File: config.mk
export PLATFORM = sky130hd
export DESIGN_NAME = fifo_burst_reader
export DESIGN_NICKNAME = d
export VERILOG_FILES = /design/src/rtl/fifo_rd_pkg.sv /design/src/rtl/stream_buf2.sv /design/src/rtl/fifo_burst_reader.sv
export SDC_FILE = /design/constraint.sdc
export NUM_CORES = 1
export LEC_CHECK = 0
export BUFFER_PORTS_ARGS = -buffer_cell sky130_fd_sc_hd__buf_2
export CAP_MARGIN = 5
export CORE_ASPECT_RATIO = 1.75
export CORE_MARGIN = 5
export CORE_UTILIZATION = 55
export DETAILED_ROUTE_END_ITERATION = 8
export HOLD_SLACK_MARGIN = 0.1
export PLACE_DENSITY = 0.86
export SLEW_MARGIN = 20
export SYNTH_ARGS = -nofsm -noshare
export SYNTH_HDL_FRONTEND = slang
export SYNTH_SLANG_ARGS = --single-unit
File: constraint.sdc
create_clock -name clk -period 5.1 [get_ports clk]
set_input_delay 1.53 -clock clk [delete_from_list [all_inputs] [get_ports clk]]
set_output_delay 1.53 -clock clk [all_outputs]
set_load 0.01 [all_outputs]
File: src/rtl/fifo_rd_pkg.sv
// Shared types and constants for the FIFO burst reader and its output buffer.
package fifo_rd_pkg;

  localparam int unsigned FifoWidthDef = 16;
  localparam int unsigned BufDepth     = 2;

  typedef enum logic [1:0] {
    StIdle,
    StRun,
    StDone
  } state_e;

endpackage

File: src/rtl/stream_buf2.sv
// Two-entry register buffer; entry 0 is always the head presented on data.
module stream_buf2
  import fifo_rd_pkg::*;
#(
  parameter int unsigned Width = FifoWidthDef
) (
  input  logic             clk,
  input  logic             rst,
  input  logic             wr_en,
  input  logic [Width-1:0] wr_data,
  output logic             valid,
  output logic [Width-1:0] data,
  input  logic             pop,
  output logic [1:0]       count
);

  logic [Width-1:0] ent0_q, ent0_d;
  logic [Width-1:0] ent1_q, ent1_d;
  logic [1:0]       cnt_q, cnt_d;
  logic             pop_ok;

  assign pop_ok = pop && (cnt_q != 2'd0);

  always_comb begin
    ent0_d = ent0_q;
    ent1_d = ent1_q;
    cnt_d  = cnt_q;
    unique case ({wr_en, pop_ok})
      2'b10: begin
        if (cnt_q == 2'd0) ent0_d = wr_data;
        else               ent1_d = wr_data;
        cnt_d = cnt_q + 2'd1;
      end
      2'b01: begin
        ent0_d = ent1_q;
        cnt_d  = cnt_q - 2'd1;
      end
      2'b11: begin
        // Count is unchanged; the new word lands behind whatever remains.
        if (cnt_q == 2'd1) begin
          ent0_d = wr_data;
        end else begin
          ent0_d = ent1_q;
          ent1_d = wr_data;
        end
      end
      default: ;
    endcase
  end

  always_ff @(posedge clk) begin
    if (rst) begin
      ent0_q <= '0;
      ent1_q <= '0;
      cnt_q  <= 2'd0;
    end else begin
      ent0_q <= ent0_d;
      ent1_q <= ent1_d;
      cnt_q  <= cnt_d;
    end
  end

  assign valid = (cnt_q != 2'd0);
  assign data  = ent0_q;
  assign count = cnt_q;

  count_in_range: assert property (@(posedge clk) disable iff (rst)
    cnt_q <= 2'(BufDepth));

  no_write_when_full: assert property (@(posedge clk) disable iff (rst)
    !(wr_en && !pop_ok && (cnt_q == 2'(BufDepth))));

endmodule

File: src/rtl/fifo_burst_reader.sv
// Drains a fixed-length burst from a 1-cycle-latency FIFO onto a valid/ready stream.
module fifo_burst_reader
  import fifo_rd_pkg::*;
#(
  parameter int unsigned FIFO_WIDTH = FifoWidthDef,
  parameter int unsigned LEN_W      = 16
) (
  input  logic                  clk,
  input  logic                  rst,
  input  logic                  start,
  input  logic [LEN_W-1:0]      xfer_len,
  output logic                  busy,
  output logic                  done,
  output logic                  fifo_rd_en,
  input  logic [FIFO_WIDTH-1:0] fifo_data_out,
  input  logic                  fifo_empty,
  input  logic                  fifo_underflow,
  output logic                  m_valid,
  output logic [FIFO_WIDTH-1:0] m_data,
  output logic                  m_last,
  input  logic                  m_ready,
  output logic                  err_underflow
);

  state_e           state_q, state_d;
  logic [LEN_W-1:0] len_q, len_d;
  logic [LEN_W-1:0] reads_left_q, reads_left_d;
  logic [LEN_W-1:0] sent_cnt_q, sent_cnt_d;
  logic             inflight_q;
  logic             err_q, err_d;

  logic [1:0]       buf_cnt;
  logic [2:0]       occ;
  logic [LEN_W-1:0] last_idx;
  logic             pop;

  stream_buf2 #(
    .Width (FIFO_WIDTH)
  ) u_buf (
    .clk     (clk),
    .rst     (rst),
    .wr_en   (inflight_q),
    .wr_data (fifo_data_out),
    .valid   (m_valid),
    .data    (m_data),
    .pop     (pop),
    .count   (buf_cnt)
  );

  assign pop      = m_valid && m_ready;
  assign last_idx = len_q - LEN_W'(1);
  // Projected occupancy: buffered words plus the read in flight, less the word leaving now.
  assign occ      = {1'b0, buf_cnt} + {2'b00, inflight_q} - {2'b00, pop};

  assign fifo_rd_en = (state_q == StRun) && !fifo_empty && (reads_left_q != '0) &&
                      (occ < 3'd2);

  assign busy          = (state_q == StRun);
  assign done          = (state_q == StDone);
  assign m_last        = m_valid && (sent_cnt_q == last_idx);
  assign err_underflow = err_q;

  always_comb begin
    state_d      = state_q;
    len_d        = len_q;
    reads_left_d = reads_left_q;
    sent_cnt_d   = sent_cnt_q;
    err_d        = err_q;
    if ((state_q == StRun) && fifo_underflow) err_d = 1'b1;
    unique case (state_q)
      StIdle: begin
        if (start) begin
          err_d = 1'b0;
          if (xfer_len != '0) begin
            len_d        = xfer_len;
            reads_left_d = xfer_len;
            sent_cnt_d   = '0;
            state_d      = StRun;
          end else begin
            state_d = StDone;
          end
        end
      end
      StRun: begin
        if (fifo_rd_en) reads_left_d = reads_left_q - LEN_W'(1);
        if (pop) begin
          sent_cnt_d = sent_cnt_q + LEN_W'(1);
          if (sent_cnt_q == last_idx) state_d = StDone;
        end
      end
      StDone:  state_d = StIdle;
      default: state_d = StIdle;
    endcase
  end

  always_ff @(posedge clk) begin
    if (rst) begin
      state_q      <= StIdle;
      len_q        <= '0;
      reads_left_q <= '0;
      sent_cnt_q   <= '0;
      inflight_q   <= 1'b0;
      err_q        <= 1'b0;
    end else begin
      state_q      <= state_d;
      len_q        <= len_d;
      reads_left_q <= reads_left_d;
      sent_cnt_q   <= sent_cnt_d;
      inflight_q   <= fifo_rd_en;
      err_q        <= err_d;
    end
  end

endmodule

=== Yosys cells after proc, flatten, opt, wreduce, memory -nomap -nowiden ===
Cells that the tools add are included.

* Flip-flop bits (word level): 86
* Bits in latches: 0
* Bits in writable memories: 0
* ROM bits: 0
* Bits of input ports: 38
* Output and inout bits: 22
* Word-level logic and storage cells: 78
* Memories: 0

* Add/sub/neg operators: 7
* Multiply operators: 0
* Div/mod/pow operators: 0
* Order comparisons: 1
* Eq/ne operators: 15
* Shift operators: 0
* Multiplexer cells: 23
* Bitwise gates (word level): 0
* Reduce and logical (&&, ||, !) cells: 23

{| class="wikitable"
|+ Operators with widths
! kind !! number
|-
| $mux 16 || 10
|-
| $pmux 16 s2 || 3
|-
| $pmux 16 s3 || 1
|-
| $reduce_bool 16->1 || 2
|-
| $sub 16x1->16 const B || 2
|-
| $add 16x1->16 const B || 1
|-
| $eq 16x16->1 || 1
|-
| $reduce_and 3->1 || 3
|-
| $mux 2 || 4
|-
| $ne 2x1->1 const B || 4
|-
| $ne 2x2->1 const B || 4
|-
| $pmux 2 s2 || 2
|-
| $reduce_and 4->1 || 2
|-
| $reduce_bool 2->1 || 4
|-
| $logic_and 1x1->1 || 7
|-
| $eq 2x1->1 const B || 3
|-
| $eq 2x2->1 const B || 3
|-
| $logic_not 2->1 || 2
|-
| $add 2x1->3 || 1
|-
| $lt 3x2->1 const B || 1
|-
| $mux 1 || 3
|-
| $reduce_bool 3->1 || 1
|-
| $sub 3x1->3 || 1
|-
| $add 2x1->2 const B || 1
|-
| other kinds (3) || 3
|}

=== Logic depth before layout (Yosys ltp) ===
* Depth after elaboration: 7
* Gate-level depth with buffers: 13

=== Modules after synthesis ===
A second synthesis with hierarchy kept.

* Cell total of the unflattened synthesis: 636
* Area, all modules: 5031.1 um^2

{| class="wikitable"
|+ By module, submodules not included
! module !! times used !! cells an instance !! area each (um^2) !! sequential area each (um^2)
|-
| fifo_burst_reader || 1 || 443 || 3329.4 || 1041.0
|-
| stream_buf2 || 1 || 193 || 1701.6 || 680.7
|}

=== Worst setup path after synthesis ===
No wires, ideal clock.

* Path kind: input to output
* From: in m_ready
* To: out fifo_rd_en
* Data arrival time: 2910 ps
* Required time: 3570 ps
* Setup slack: 660 ps
* Cell stages on the path: 7
* Path buffers: 0
* Cell sequence: nor2b_1 -> ha_1 -> nor2_1 -> fa_1 -> nor3_1 -> o311ai_2 -> inv_1

* Longest elaborated chain between the ends: 4

{| class="wikitable"
|+ RTL lines
! what !! line !! text
|-
| from (decl) || fifo_burst_reader.sv:21 || <nowiki>input logic m_ready,</nowiki>
|-
| $logic_and 1x1->1 || fifo_burst_reader.sv:50 || <nowiki>assign pop = m_valid && m_ready;</nowiki>
|-
| $sub 3x1->3 || fifo_burst_reader.sv:53 || <nowiki>assign occ = {1'b0, buf_cnt} + {2'b00, inflight_q} - {2'b00, pop};</nowiki>
|-
| $lt 3x2->1 || fifo_burst_reader.sv:56 || <nowiki>(occ < 3'd2);</nowiki>
|-
| $logic_and 1x1->1 || fifo_burst_reader.sv:55 || <nowiki>assign fifo_rd_en = (state_q == StRun) && !fifo_empty && (reads_left_q != '0) &&</nowiki>
|-
| to (decl) || fifo_burst_reader.sv:14 || <nowiki>output logic fifo_rd_en,</nowiki>
|}

Every way passes these cells.

=== Worst setup path in the final report ===
Same ends and word-level chain as after synthesis.

==> flow_metrics.env <==
export IMPL_outcome="completed"
export IMPL_fp_dieH_um=128
export IMPL_synth_seq_area_share=0.391
export IMPL_synth_area_top_cells="dfxtp_1, nor2_1, nand2_1"
export IMPL_fin_crit_sh=0.935
export IMPL_intPower_mw=1.54
export IMPL_p_leak_nw=2.09
export IMPL_io_pins=60
export IMPL_port_buffers=59
export IMPL_crit_type="primary input to primary output"
export IMPL_drt_total_wl_mm=11.4
export IMPL_core_mm2=0.00786
export IMPL_swShare=0.331
export IMPL_worst_setup_path_end_kind="primary output"
export IMPL_netlist_area_mm2=0.00440
export IMPL_finalPower_mw=2.30
export IMPL_synth_cells=549
export IMPL_num_antenna_cells=0
export IMPL_cp_arrival_ns=3.24
export IMPL_num_vias=4234
export IMPL_drive_above_1_share=0.156
export IMPL_cts_hold_buf=0
export IMPL_cts_htree_levels=3
export IMPL_seqPwrFrac=0.377
export IMPL_cts_resized_gates=0
export IMPL_power_switching_mw=0.760
export IMPL_row_count=43
export IMPL_synth_area_leader_cell="dfxtp_1"
export IMPL_clkTransAtPathRegs_ns=0.06
export IMPL_cts_sink_count=86
export IMPL_ys_ff_latch=86
export IMPL_combPwrFrac=0.309
export IMPL_cts_setup_buffers=0
export IMPL_syn_avg_cell_area_um2=8.02
export IMPL_maxSlewHeadroom=0.402
export IMPL_tritoncts="done"
export IMPL_grt_remaining_overflow=0
export IMPL_finalSetupViolations=0
export IMPL_clk_latency_ns=0.34
export IMPL_place_ws_ns=0.331
export IMPL_drv_slew=0
export IMPL_area_delta_synth_final_pct=15.0
export IMPL_gr_usage_all_layers=0.232
export IMPL_synth_ff_type="dfxtp_1"
export IMPL_grt_pass1_vias=4211
export IMPL_synth_fp_nets=597
export IMPL_synth_cell_type_count=56
export IMPL_fin_skew_ns=0.00613
export IMPL_multiInputGateArea_mm2=0.00250
export IMPL_fillers=648
export IMPL_min_period_ns=4.77
export IMPL_start_kind="primary input"
export IMPL_cap_violations=0
export IMPL_clockBufferDepth=2
export IMPL_yosys_warnings=0
export IMPL_required_ns=3.57
export IMPL_setup_ws_ns=0.333
export IMPL_peakVddDrop_v=0.000328
export IMPL_antenna_found_initial=0
export IMPL_hpwl_mm=8.49
export IMPL_start_util=0.561
export IMPL_crit_path_max_fanout=3
export IMPL_synth_top_area_share=0.391
export IMPL_ff_latch_area_mm2=0.00172
export IMPL_dieWidth_um=77.6
export IMPL_dr_pass1_iters=5
export IMPL_tightest_slew_ns=0.896
export IMPL_rsz0062_at_grt="false"
export IMPL_dieArea_mm2=0.00997
export IMPL_nNetsFinal=641
export IMPL_grt_max_degree=46
export IMPL_p_per_area_mw_per_mm2=454
export IMPL_cts_made_buffers=9
export IMPL_cts_root_buf="clkbuf_16"
export IMPL_drc_errors=0
export IMPL_min_path_type="flop to flop"
export IMPL_drt_initial_drc_count=292
export IMPL_grt_pass1_wl_mm=18.8
export IMPL_vias_per_cell=6.15
export IMPL_tns_ns=0
export IMPL_synthArstFlopShare=0
export IMPL_place_gp_congestion=0.943
export IMPL_drt_antenna_violating_nets=0
export IMPL_finalHoldViolCount=0
export IMPL_clock_fmax_mhz=210
export IMPL_synth_edf_count=0
export IMPL_routedWlPerCell_um=16.5
export IMPL_pwr_share_clk=0.314
==> power by group through the flow <==
| stage | Clock, mW | Sequential (mW) | Combinational [mW] |
|---|---|---|---|
| after floorplan | 0 | 0.893 | 0.483 |
| after global placement | 0 | 0.871 | 0.681 |
| after detailed placement | 0 | 0.877 | 0.708 |
| after CTS | 0.728 | 0.864 | 0.711 |
| after global routing | 0.756 | 0.882 | 0.795 |
| final | 0.722 | 0.867 | 0.710 |
==> per-layer routing <==
| layer | vias up | wire length, um | global-route usage |
|---|---|---|---|
| met5 | - | 0 | 0 |
| met4 | 0 | 571 | 0.165 |
| met3 | 37 | 572 | 0.0441 |
| met2 | 139 | 6060 | 0.423 |
| met1 | 2024 | 4160 | 0.228 |
| li1 | 2034 | - | - |
==> cells in the final DEF, fill, tap and decap left out, types with 3 or more instances in the layout <==
cell type  count
dfxtp_1       86
nor2_1        84
nand2_1       70
buf_2         59
a21oi_1       37
nor3_1        31
o21ai_0       21
xnor2_1       19
mux2i_1       18
xor2_1        16
a222oi_1      16
inv_1         14
nand3_1       12
nor4_1         9
ha_1           9
clkbuf_16      9
a211oi_1       7
nor2b_1        6
a22oi_1        6
nand2b_1       5
and3_1         5
buf_4          5
a31oi_1        4
or4_1          3
nand4_1        3
or3_1          3
clkbuf_8       3
==> kinds of logic (layout without fill, tap and decap cells) <==
group / after synthesis / after routing / share of synthesized area
adders and majority gates: 10 / 10 / 0.0301
xor gates and xnor gates: 35 / 35 / 0.0696
muxes: 19 / 19 / 0.0435
AOI/OAI and AO/OA: 110 / 110 / 0.167
and+or+nand+nor: 243 / 243 / 0.257
DFF: 86 / 86 / 0.391
buffers and inverters: 46 / 95 / 0.0418
==> final cells by class <==
cell class,instances,area share
timing repair buffer,64,0.0657
multi-input combinational,417,0.495
clock inverter,3,0.0128
inverter,15,0.0111
clock buffer,13,0.0534
tap,90,0.0222
sequential,86,0.340
==> through the flow <==
| stage | utilization | std cells | hold WS, ns | area [um2] |
|---|---|---|---|---|
| after floorplan | - | 549 | 0.450 | 4400 |
| after global placement | 0.601 | 672 | 0.451 | 4720 |
| after detailed placement | 0.601 | 672 | 0.464 | 4720 |
| after CTS | 0.644 | 688 | 0.471 | 5060 |
| after global routing | 0.645 | 688 | 0.495 | 5060 |
| final | 0.645 | 688 | 0.468 | 5060 |
==> flip-flops by register name, indices dropped and copies added (netlist names) <==
signal and flops:
err_underflow 1, u_buf.count 2, u_buf.data 16, sent_cnt_q 16, reads_left_q 16, len_q 16
u_buf.ent1_q 16, state_q 2, inflight_q 1
==> critical path, stage by stage <==
cell	delay, ns
buf_2	0.10
nor2b_1	0.13
ha_1	0.28
nor2_1	0.12
fa_1	0.42
nor3_1	0.22
o311ai_2	0.18
inv_1	0.11
buf_2	0.14
==> worst paths after layout <==
check | start | to | slack [ns] | cells after the start
setup / recovery | m_ready | fifo_rd_en | 0.33 | 9
hold / removal | err_underflow$_SDFF_PP0_ | err_underflow$_SDFF_PP0_ | 0.47 | 2
setup reg to reg | u_buf.count[0]$_SDFFE_PP0P_ | reads_left_q[6]$_SDFFE_PP0P_ | 1.90 | 12
hold reg to reg | err_underflow$_SDFF_PP0_ | err_underflow$_SDFF_PP0_ | 0.47 | 2
==> synth_stat cells (3+ instances only) <==
library cell  instances
clkbuf_1             26
a222oi_1             16
ha_1                  9
nand4_1               3
a21oi_1              38
a31oi_1               4
xnor2_1              19
nor3_1               31
or3_1                 3
inv_1                14
nand2_1              70
and3_1                5
nor2_1               84
or4_1                 3
nor4_1                9
mux2i_1              18
a211oi_1              7
xor2_1               16
o21ai_0              21
nor2b_1               6
dfxtp_1              86
nand2b_1              5
a22oi_1               6
nand3_1              12
No activity file was read; power rests on OpenSTA's default activity.
